[src/rtl/multicycle_alu_if.sv]
// Request/response bundle for multicycle_alu: operation request in, registered results out.
interface multicycle_alu_if #(
    parameter int unsigned WIDTH = 32
);
    logic             i_start;
    logic [3:0]       i_aluc;
    logic [WIDTH-1:0] i_r;
    logic [WIDTH-1:0] i_s;
    logic             o_busy;
    logic             o_done;
    logic [WIDTH-1:0] o_alu;
    logic [WIDTH-1:0] o_hi;
    logic             o_zf;
    logic             o_ovf;

    modport master (
        output i_start, i_aluc, i_r, i_s,
        input  o_busy, o_done, o_alu, o_hi, o_zf, o_ovf
    );

    modport slave (
        input  i_start, i_aluc, i_r, i_s,
        output o_busy, o_done, o_alu, o_hi, o_zf, o_ovf
    );
endinterface

[src/rtl/multicycle_alu.sv]
// ALU with single-cycle logic/arith/shift ops and iterative shift-add MULU / restoring DIVU.
// Results are registered and held until the next o_done pulse.
module multicycle_alu #(
    parameter int unsigned WIDTH     = 32,
    parameter bit          MULDIV_EN = 1'b1
) (
    input logic             clk,
    input logic             rst,
    multicycle_alu_if.slave bus
);
    localparam int unsigned ShW  = $clog2(WIDTH);
    localparam int unsigned CntW = ShW + 1;

    localparam logic [3:0] OpAnd  = 4'b0000;
    localparam logic [3:0] OpOr   = 4'b0001;
    localparam logic [3:0] OpAdd  = 4'b0010;
    localparam logic [3:0] OpSub  = 4'b0110;
    localparam logic [3:0] OpSlt  = 4'b0111;
    localparam logic [3:0] OpSltu = 4'b1000;
    localparam logic [3:0] OpSll  = 4'b1001;
    localparam logic [3:0] OpSrl  = 4'b1010;
    localparam logic [3:0] OpSra  = 4'b1011;
    localparam logic [3:0] OpMulu = 4'b1100;
    localparam logic [3:0] OpDivu = 4'b1101;

    typedef enum logic [0:0] {StIdle, StRun} state_e;

    state_e             state_q;
    logic [CntW-1:0]    cnt_q;
    logic [2*WIDTH-1:0] work_q;
    logic [WIDTH-1:0]   opnd_q;
    logic               div_q;
    logic               busy_q;
    logic               done_q;
    logic [WIDTH-1:0]   alu_q;
    logic [WIDTH-1:0]   hi_q;
    logic               zf_q;
    logic               ovf_q;

    logic               is_multi;
    logic               is_div;
    logic [ShW-1:0]     shamt;
    logic [WIDTH-1:0]   sum;
    logic [WIDTH-1:0]   diff;
    logic [WIDTH-1:0]   sc_alu;
    logic               sc_ovf;
    logic [WIDTH:0]     mul_sum;
    logic [WIDTH:0]     div_trial;
    logic [2*WIDTH-1:0] mul_next;
    logic [2*WIDTH-1:0] div_next;
    logic [2*WIDTH-1:0] step_next;

    assign is_div   = (bus.i_aluc == OpDivu);
    assign is_multi = MULDIV_EN && ((bus.i_aluc == OpMulu) || is_div);

    always_comb begin
        shamt  = bus.i_s[ShW-1:0];
        sum    = bus.i_r + bus.i_s;
        diff   = bus.i_r - bus.i_s;
        sc_alu = '0;
        sc_ovf = 1'b0;
        case (bus.i_aluc)
            OpAnd:  sc_alu = bus.i_r & bus.i_s;
            OpOr:   sc_alu = bus.i_r | bus.i_s;
            OpAdd: begin
                sc_alu = sum;
                sc_ovf = (bus.i_r[WIDTH-1] == bus.i_s[WIDTH-1]) &&
                         (sum[WIDTH-1] != bus.i_r[WIDTH-1]);
            end
            OpSub: begin
                sc_alu = diff;
                sc_ovf = (bus.i_r[WIDTH-1] != bus.i_s[WIDTH-1]) &&
                         (diff[WIDTH-1] != bus.i_r[WIDTH-1]);
            end
            OpSlt:  sc_alu = {{(WIDTH-1){1'b0}}, $signed(bus.i_r) < $signed(bus.i_s)};
            OpSltu: sc_alu = {{(WIDTH-1){1'b0}}, bus.i_r < bus.i_s};
            OpSll:  sc_alu = bus.i_r << shamt;
            OpSrl:  sc_alu = bus.i_r >> shamt;
            OpSra:  sc_alu = $signed(bus.i_r) >>> shamt;
            default: sc_alu = '0;
        endcase
    end

    // work_q holds {high, low}: product accumulator / multiplier for MULU,
    // remainder / dividend-quotient for DIVU.
    always_comb begin
        mul_sum   = {1'b0, work_q[2*WIDTH-1:WIDTH]} +
                    (work_q[0] ? {1'b0, opnd_q} : {(WIDTH+1){1'b0}});
        mul_next  = {mul_sum, work_q[WIDTH-1:1]};
        div_trial = {work_q[2*WIDTH-1:WIDTH], work_q[WIDTH-1]} - {1'b0, opnd_q};
        // A zero divisor always "fits", which shifts r into the remainder and sets every
        // quotient bit, giving all-ones / r with the normal latency.
        if (!div_trial[WIDTH] || (opnd_q == '0)) begin
            div_next = {div_trial[WIDTH-1:0], work_q[WIDTH-2:0], 1'b1};
        end else begin
            div_next = {work_q[2*WIDTH-2:0], 1'b0};
        end
        step_next = div_q ? div_next : mul_next;
    end

    always_ff @(posedge clk) begin
        if (!rst) begin
            state_q <= StIdle;
            cnt_q   <= '0;
            work_q  <= '0;
            opnd_q  <= '0;
            div_q   <= 1'b0;
            busy_q  <= 1'b0;
            done_q  <= 1'b0;
            alu_q   <= '0;
            hi_q    <= '0;
            zf_q    <= 1'b0;
            ovf_q   <= 1'b0;
        end else begin
            done_q <= 1'b0;
            case (state_q)
                StIdle: begin
                    if (bus.i_start) begin
                        if (is_multi) begin
                            state_q <= StRun;
                            busy_q  <= 1'b1;
                            cnt_q   <= '0;
                            div_q   <= is_div;
                            opnd_q  <= is_div ? bus.i_s : bus.i_r;
                            work_q  <= {{WIDTH{1'b0}}, (is_div ? bus.i_r : bus.i_s)};
                        end else begin
                            done_q <= 1'b1;
                            alu_q  <= sc_alu;
                            hi_q   <= '0;
                            zf_q   <= (sc_alu == '0);
                            ovf_q  <= sc_ovf;
                        end
                    end
                end
                StRun: begin
                    work_q <= step_next;
                    cnt_q  <= cnt_q + 1'b1;
                    if (cnt_q == CntW'(WIDTH - 1)) begin
                        state_q <= StIdle;
                        busy_q  <= 1'b0;
                        done_q  <= 1'b1;
                        alu_q   <= step_next[WIDTH-1:0];
                        hi_q    <= step_next[2*WIDTH-1:WIDTH];
                        zf_q    <= (step_next[WIDTH-1:0] == '0);
                        ovf_q   <= 1'b0;
                    end
                end
                default: state_q <= StIdle;
            endcase
        end
    end

    assign bus.o_busy = busy_q;
    assign bus.o_done = done_q;
    assign bus.o_alu  = alu_q;
    assign bus.o_hi   = hi_q;
    assign bus.o_zf   = zf_q;
    assign bus.o_ovf  = ovf_q;
endmodule

[src/flat_wrapper.sv]
// flat-port wrapper written by rule: the top's interface ports become plain ports
module multicycle_alu_flat 
#(
    parameter int unsigned WIDTH     = 32,
    parameter bit          MULDIV_EN = 1'b1
)
  (clk, rst, bus_i_start, bus_i_aluc, bus_i_r, bus_i_s, bus_o_busy, bus_o_done, bus_o_alu, bus_o_hi, bus_o_zf, bus_o_ovf);
  multicycle_alu_if #(.WIDTH(WIDTH)) bus_i ();
  input logic clk;
  input logic rst;
  input wire logic [$bits(bus_i.i_start)-1:0] bus_i_start;
  input wire logic [$bits(bus_i.i_aluc)-1:0] bus_i_aluc;
  input wire logic [$bits(bus_i.i_r)-1:0] bus_i_r;
  input wire logic [$bits(bus_i.i_s)-1:0] bus_i_s;
  output wire logic [$bits(bus_i.o_busy)-1:0] bus_o_busy;
  output wire logic [$bits(bus_i.o_done)-1:0] bus_o_done;
  output wire logic [$bits(bus_i.o_alu)-1:0] bus_o_alu;
  output wire logic [$bits(bus_i.o_hi)-1:0] bus_o_hi;
  output wire logic [$bits(bus_i.o_zf)-1:0] bus_o_zf;
  output wire logic [$bits(bus_i.o_ovf)-1:0] bus_o_ovf;
  assign bus_i.i_start = bus_i_start;
  assign bus_i.i_aluc = bus_i_aluc;
  assign bus_i.i_r = bus_i_r;
  assign bus_i.i_s = bus_i_s;
  assign bus_o_busy = bus_i.o_busy;
  assign bus_o_done = bus_i.o_done;
  assign bus_o_alu = bus_i.o_alu;
  assign bus_o_hi = bus_i.o_hi;
  assign bus_o_zf = bus_i.o_zf;
  assign bus_o_ovf = bus_i.o_ovf;
  multicycle_alu #(.WIDTH(WIDTH), .MULDIV_EN(MULDIV_EN)) u_core (.clk(clk), .rst(rst), .bus(bus_i));
endmodule
[config.mk]
export PLATFORM = sky130hd
export DESIGN_NAME = multicycle_alu_flat
export DESIGN_NICKNAME = d
export VERILOG_FILES = /design/src/rtl/multicycle_alu_if.sv /design/src/rtl/multicycle_alu.sv /design/src/flat_wrapper.sv
export SDC_FILE = /design/constraint.sdc
export NUM_CORES = 1
export LEC_CHECK = 0
export ABC_AREA = 1
export BUFFER_PORTS_ARGS = -buffer_cell sky130_fd_sc_hd__buf_4
export CORE_ASPECT_RATIO = 1.75
export CORE_MARGIN = 4
export CORE_UTILIZATION = 40
export CTS_CLUSTER_DIAMETER = 80
export DETAILED_ROUTE_END_ITERATION = 7
export GPL_ROUTABILITY_DRIVEN = 0
export PLACE_DENSITY_LB_ADDON = 0.05
export SLEW_MARGIN = 20
export SYNTH_ARGS = -nofsm -noshare
export SYNTH_HDL_FRONTEND = slang
export SYNTH_SLANG_ARGS = --single-unit
[constraint.sdc]
create_clock -name clk -period 5.1 [get_ports clk]
set_clock_uncertainty 0.1 [all_clocks]
set_input_delay 0.255 -clock clk [delete_from_list [all_inputs] [get_ports clk]]
set_output_delay 0.255 -clock clk [all_outputs]
set_load 0.1 [all_outputs]
* Yosys cells after proc, flatten, opt, wreduce, memory -nomap -nowiden *
Cells that the tools add are included.

word-level totals
  output and inout bits = 68
  bits of input ports = 71
  register bits after elaboration = 172
  word-level logic and storage cells = 96

cells by class
  $add $sub $neg = 5
  bitwise operators = 3
  mux-type cells = 40
  reduce and logical (&&, ||, !) cells = 13
  $lt $le $gt $ge = 2
  equality and inequality tests = 19
  shift-type cells = 3

operator list
  cell                                                                   count
  32-bit 2-to-1 mux                                                      9
  32-bit one-hot mux with 9 select lines                                 1
  64-bit 2-to-1 mux                                                      4
  32-bit one-hot mux with 2 select lines                                 2
  64-bit one-hot mux with 2 select lines                                 1
  32-bit zero test                                                       3
  32-bit less-than comparator                                            2
  32-bit by 33-bit adder with 33-bit output                              1
  33-bit by 32-bit subtractor with 33-bit output                         1
  32-bit adder                                                           1
  32-bit bitwise AND                                                     1
  32-bit bitwise OR                                                      1
  32-bit by 5-bit << shifter with 32-bit output                          1
  32-bit by 5-bit right shift with 32-bit output                         1
  32-bit by 5-bit >>> shifter with 32-bit output                         1
  32-bit subtractor                                                      1
  4-bit equality test, second input constant                             6
  1-bit 2-to-1 mux                                                       14
  6-bit 2-to-1 mux                                                       2
  1-bit one-hot mux with 2 select lines                                  6
  6-bit one-hot mux with 2 select lines                                  1
  3-bit AND reduction                                                    3
  4-bit by 3-bit equality test with 1-bit output, second input constant  2
  6-bit by 1-bit adder with 6-bit output, second input constant          1
  other kinds (13)                                                       19

* Logic depth before layout (Yosys ltp) *
  depth after elaboration = 8
  depth in mapped cells = 24
  depth with buffers taken out = 20

* Worst setup path after synthesis *
No wires, ideal clock.

  path kind = input -> register
  start point = in bus_i_s[4]
  end point = reg u_core.zf_q (netlist: u_core.bus.o_zf)
  arrival time = 2677 ps
  slack = 2252 ps
  stages on the path = 20
  required time = 4929 ps
  path buffers = 3
  setup time = 71 ps
  path through = inv_1 > buf_2 > buf_1 > ha_1 > buf_2 > nor2_1 > nand3_1 > nand3_1 > nand2_1 > nand2_1 > a21oi_1 > o21ai_0 > nand2_1 > nor2_1 > nand2_1 > nor2_1 > nand2_1 > nor2_1 > nand4_1 > a21oi_1

between the ends
  cells in the longest elaborated chain, start to end = 6
  elaborated cells between the ends (all ways) = 14
  those cells by class = add/sub: 2; order compare: 2; shift: 3; mux: 4; bitwise: 2; reduce/logical: 1

ends and longest elaborated chain
  element                                          RTL line               source
  start: declaration                               flat_wrapper.sv:14     input wire logic [$bits(bus_i.i_s)-1:0] bus_i_s;
  32-bit subtractor, or another cell as far along  multicycle_alu.sv:59   diff = bus.i_r - bus.i_s;
  32-bit one-hot mux with 9 select lines (*)       multicycle_alu.sv:62   case (bus.i_aluc)
  32-bit zero test (*)                             multicycle_alu.sv:130  zf_q <= (sc_alu == '0);
  1-bit 2-to-1 mux (*)                             multicycle_alu.sv:119  if (is_multi) begin
  1-bit 2-to-1 mux (*)                             multicycle_alu.sv:118  if (bus.i_start) begin
  1-bit one-hot mux with 2 select lines (*)        multicycle_alu.sv:116  case (state_q)
  end signal: assignment                           multicycle_alu.sv:130
  end signal: assignment                           multicycle_alu.sv:144  zf_q <= (step_next[WIDTH-1:0] == '0);
  end: declaration                                 multicycle_alu.sv:37   logic zf_q;

Mark *: on every way between the ends. The rest lies on a longest branch, timed or not. The select of a mux whose other input is x is not followed.
A chain may end at the register's enable or synchronous reset.

* Worst setup path in the final report *
  start point = reg u_core.opnd_q[23]
  end point = reg u_core.work_q[42]

between the ends
  cells in the longest elaborated chain, start to end = 6
  elaborated cells between the ends (all ways) = 7
  those cells by class = add/sub: 1; mux: 3; reduce/logical: 3

ends and longest elaborated chain
  element                                         RTL line               source
  start: declaration                              multicycle_alu.sv:31   logic [WIDTH-1:0] opnd_q;
  start signal: assignment                        multicycle_alu.sv:124  opnd_q <= is_div ? bus.i_s : bus.i_r;
  33-bit by 32-bit subtractor with 33-bit output  multicycle_alu.sv:90   div_trial = {work_q[2*WIDTH-1:WIDTH], work_q[WIDTH-1]} - {1'b0, opnd_q};
  1-bit zero test                                 multicycle_alu.sv:93   if (!div_trial[WIDTH] || (opnd_q == '0)) begin
  1-bit logical OR (*)                            multicycle_alu.sv:93
  64-bit 2-to-1 mux (*)                           multicycle_alu.sv:93
  64-bit 2-to-1 mux (*)                           multicycle_alu.sv:98   step_next = div_q ? div_next : mul_next;
  64-bit one-hot mux with 2 select lines (*)      multicycle_alu.sv:116
  end signal: assignment                          multicycle_alu.sv:125  work_q <= {{WIDTH{1'b0}}, (is_div ? bus.i_r : bus.i_s)};
  end signal: assignment                          multicycle_alu.sv:136  work_q <= step_next;
  end: declaration                                multicycle_alu.sv:30   logic [2*WIDTH-1:0] work_q;

Mark *: on every way between the ends. The rest lies on a longest branch, timed or not.

==> tab_implementation.tex <==
\begin{tabular}{lr}
\hline
Metric & Value \\
\hline
\multicolumn{2}{l}{\textbf{Run status}} \\
Status & complete, no violations \\
\multicolumn{2}{l}{\textbf{Clock tree}} \\
Buffers inserted by post-CTS timing repair & 0 \\
Number of buffers created by CTS & 17 \\
CTS H-tree lvls & 4 \\
Register clock-pin slew on the reported worst setup and hold paths & about 80 ps \\
Clock latency of the later-clocked register in the worst-skew pair & 480 ps \\
CTS Root Cell & sky130\_fd\_sc\_hd\_\_clkbuf\_16 \\
TritonCTS clock tree & built \\
Post-cts repair resize count & 0 \\
CTS Sinks & between 150 and 200 \\
Total of hold buffers inserted after clock tree synthesis & 0 \\
Worst-case clock buffer depth & 2 \\
\multicolumn{2}{l}{\textbf{Power}} \\
Ratio of total power to cell area & 212 nW/µm² \\
Internal power summed over all cells & 2720 µW \\
Leakage dissipation & roughly 0.012 µW \\
Overall power & between 5000 and 6000 µW \\
Switching share of power & 0.474 \\
Power share of the combinational group & 0.448 \\
Maximum ir drop on the vdd rail & 225 µV \\
Portion of total power attributed to the clock network & 0.275 \\
Portion of total power attributed to sequential cells & 0.277 \\
Switch Pwr & roughly 2400 µW \\
\multicolumn{2}{l}{\textbf{Yosys}} \\
Synth Flop Type & sky130\_fd\_sc\_hd\_\_dfxtp\_1 \\
Flop and latch count out of synthesis & 172 \\
Mapped Nets & 4282 \\
Per-instance average area after synthesis & 5.54 µm² \\
Post-Syn Instances & 4042 \\
EDFF count, synth & 0 \\
Distinct cell type count after synthesis & 62 \\
Post-Synthesis Cell Area & between 20000 and 25000 µm² \\
Async SR Flop Fraction & 0 \\
Sequential fraction of the synthesis area & 0.154 \\
Number of warnings reported in the yosys synthesis log & 0 \\
\multicolumn{2}{l}{\textbf{Die}} \\
Chip Width & 187 µm \\
Die outline area & 59900 µm² \\
Chip height & 321 µm \\
\# rows & $\sim$110 \\
Top-level port count & 139 \\
Core area & 55300 µm² \\
Initial core utilization & 0.404 \\
\multicolumn{2}{l}{\textbf{Setup path}} \\
Crit path top cell by count & sky130\_fd\_sc\_hd\_\_a21oi\_1 \\
Startpoint class of the critical path & register \\
Largest fanout of any net on the critical path & 53 \\
CP max stage cell & sky130\_fd\_sc\_hd\_\_nand3\_4 \\
Endpoint of the worst-slack reg-to-reg timing path & u\_core.work\_q[42]\$\_SDFFE\_PN0P\_ \\
Reg2Reg Setup Slack & about 1100 ps \\
Critical path start-end classification & reg2reg \\
Kind of end point of the critical path & register \\
First element of the critical path & u\_core.opnd\_q[23]\$\_SDFFE\_PN0P\_ \\
Path depth of the worst reg2reg path & 14 \\
Worst setup path endpoint & u\_core.work\_q[42]\$\_SDFFE\_PN0P\_ \\
CP Data Arrival Time & 4160 ps \\
Top Family by Delay on Critical Path & compound AO/OA/AOI/OAI gates \\
CP peak stage delay & 620 ps \\
Sum of buffers and inverters on the critical path & 2 \\
Chain of cells forming the critical path & inv\_1 > ha\_1 > a21oi\_1 > o21ai\_0 > a21oi\_1 > nand3\_2 > a21oi\_2 > inv\_2 > nand2\_2 > nand3\_4 > a21oi\_1 > o21ai\_1 > nand2\_1 > a21oi\_1 \\
Startpoint of the lowest-slack register-to-register path & u\_core.opnd\_q[23]\$\_SDFFE\_PN0P\_ \\
WP depth & 14 \\
CP required & 5300 ps \\
\multicolumn{2}{l}{\textbf{Drt}} \\
Remaining antenna violation count & 0 \\
Total via count in the routed design & 28100 \\
Number of design rule violations left after detail routing & 0 \\
DRT Wirelength & 122000 µm \\
First-pass iteration count of the detailed router & 6 \\
Vias per cell & 5.90 \\
DR iter-0 viols & 2310 \\
Wirelength per Cell & around 26 µm \\
\multicolumn{2}{l}{\textbf{Timing}} \\
Share of the clock period used by the worst path after layout & 0.777 \\
Hold WS & 46.9 ps \\
Number of pins with negative max-slew slack in the final report & 0 \\
Setup WS post-layout & 1140 ps \\
Maximum clock frequency & between 0.2 and 0.3 GHz \\
Slew at the pin closest to its max-slew limit & about 1100 ps \\
Max-slew headroom & 0.231 \\
Total of endpoints with negative setup slack in the final report & 0 \\
Minimum period implied by the final worst setup slack & 3960 ps \\
Summed negative setup slack over all endpoints & 0 ps \\
Final Hold Vio Count & 0 \\
RSZ-0062 raised after global routing & no \\
\multicolumn{2}{l}{\textbf{Place}} \\
Port-buffer cells & 138 \\
Worst slack at placement & 1240 ps \\
Cell area reported after detailed placement & around 24000 µm² \\
HPWL after detailed placement & 96700 µm \\
\multicolumn{2}{l}{\textbf{Layout}} \\
Most frequent standard cell in the layout excluding fill and tap cells & sky130\_fd\_sc\_hd\_\_nand2\_1 \\
Filler cell count & around 6500 \\
Area added between synthesis and finish & 8.85\% \\
Total area of sequential cells & 3450 µm² \\
Multi-input gate area in the final layout & approximately 16000 µm² \\
Highest-count cells in the layout ignoring fill and taps & sky130\_fd\_sc\_hd\_\_nand2\_1, sky130\_fd\_sc\_hd\_\_nand3\_1, sky130\_fd\_sc\_hd\_\_inv\_1 \\
Net count reported at finish & 4296 \\
Design area & 24400 µm² \\
Share of post-route cells with drive strength above 1 & 0.0740 \\
\multicolumn{2}{l}{\textbf{GRT}} \\
Via count of the first global-routing pass & 27600 \\
GR Util All Layers & 0.389 \\
Largest net degree at the start of global routing & 73 \\
Overflow left after global routing & 0 \\
Initial antenna violation count & 7 \\
Global-route wire length before repair & around 170000 µm \\
\multicolumn{2}{l}{\textbf{Worst hold path}} \\
Worst Hold Path Cells & 3 \\
Worst hold path type & in2reg \\
\multicolumn{2}{l}{\textbf{Job}} \\
Max-cap viol count & 0 \\
\hline
\end{tabular}
## worst min-delay path by stage
stage	slack (ps)	endpoint	from
6_report	50	u_core.bus.o_hi[30]$_SDFFE_PN0P_	rst
5_1_grt	40	u_core.cnt_q[3]$_SDFFE_PN0P_	rst
4_1_cts	40	u_core.bus.o_hi[24]$_SDFFE_PN0P_	rst
3_3_place_gp	360	u_core.bus.o_alu[13]$_SDFFE_PN0P_	u_core.bus.o_alu[13]$_SDFFE_PN0P_
3_5_place_dp	360	u_core.bus.o_alu[7]$_SDFFE_PN0P_	u_core.bus.o_alu[7]$_SDFFE_PN0P_
2_1_floorplan	350	u_core.cnt_q[0]$_SDFFE_PN0P_	u_core.cnt_q[0]$_SDFFE_PN0P_
## per-stage QoR
step / instances / utilization
floorplan: 4042 / -
global placement: 4733 / 0.429
detailed placement: 4733 / 0.429
CTS: 4765 / 0.440
global route: 4766 / 0.440
finish: 4767 / 0.440
## power groups by stage
stage / logic [µW] / registers, µW / clock network [µW]
floorplan: 1250 / 1700 / 0
finish: 2310 / 1430 / 1420
global route: 2450 / 1440 / 1490
global placement: 2220 / 1460 / 0
CTS: 2220 / 1430 / 1430
detailed placement: 2210 / 1460 / 0
## registers in the layout, indices dropped and copies added, names as in the netlist
register	cells
u_core.bus.o_done	1
u_core.bus.o_zf	1
u_core.opnd_q	32
u_core.bus.o_ovf	1
u_core.bus.o_hi	32
u_core.state_q	1
u_core.bus.o_alu	32
u_core.cnt_q	6
u_core.work_q	64
u_core.bus.o_busy	1
u_core.div_q	1
## metal layers
metal,track usage,wire length (µm),vias to the layer above
met1,0.355,38300,12800
met4,0.415,16400,8
met3,0.0797,8750,612
met5,0,40,-
met2,0.687,58600,1452
li1,-,-,13300
## worst reg2reg max path: stages, from the launching register on
cell and delay [ps]:
sky130_fd_sc_hd__dfxtp_1 380, sky130_fd_sc_hd__inv_1 80, sky130_fd_sc_hd__ha_1 370, sky130_fd_sc_hd__a21oi_1 300, sky130_fd_sc_hd__o21ai_0 190, sky130_fd_sc_hd__a21oi_1 230, sky130_fd_sc_hd__nand3_2 230, sky130_fd_sc_hd__a21oi_2 240
sky130_fd_sc_hd__inv_2 50, sky130_fd_sc_hd__nand2_2 340, sky130_fd_sc_hd__nand3_4 620, sky130_fd_sc_hd__a21oi_1 390, sky130_fd_sc_hd__o21ai_1 100, sky130_fd_sc_hd__nand2_1 120, sky130_fd_sc_hd__a21oi_1 70
## final cells by class
class | count | share of cell area
Antenna cell | 2 | 0.000205
Clock buffer | 17 | 0.0175
Clock inverter | 15 | 0.00801
Inverter | 534 | 0.0826
Multi-Input combinational cell | 3151 | 0.658
Sequential cell | 172 | 0.141
Tap cell | 696 | 0.0358
Timing Repair Buffer | 180 | 0.0560
## logic make-up after synthesis
kind of cell | count (synthesis) | share of synthesized area
adder cells (fa/ha/maj) | 169 | 0.0958
XOR/XNOR | 35 | 0.0137
AND/OR/NAND/NOR | 2265 | 0.436
flip-flops | 172 | 0.154
buffers and inverters | 719 | 0.130
multiplexers | 6 | 0.00268
AO/OA/AOI/OAI | 676 | 0.168
## cell usage after synthesis (all sizes together) (2+ instances only)
library cell	count	share of area
fa	4	0.0036
nand3b	9	0.0030
nand4	68	0.019
nand2	1232	0.21
and3	5	0.0014
a31o	2	0.00078
buf	98	0.026
o21ai	244	0.055
clkbuf	87	0.015
o21bai	18	0.0060
xnor2	17	0.0067
a21boi	6	0.0020
nor4	14	0.0042
inv	533	0.090
a31oi	35	0.0098
mux2i	6	0.0027
nand3	543	0.12
o211ai	27	0.0091
or2	12	0.0034
xor2	18	0.0070
and2	9	0.0025
o22ai	55	0.015
a21o	12	0.0040
ha	165	0.092
nor3	44	0.011
a221oi	5	0.0020
a21oi	255	0.057
o21a	3	0.0010
a311oi	5	0.0020
dfxtp	172	0.15
nor2	329	0.056
No activity file was read; power rests on OpenSTA's default activity.
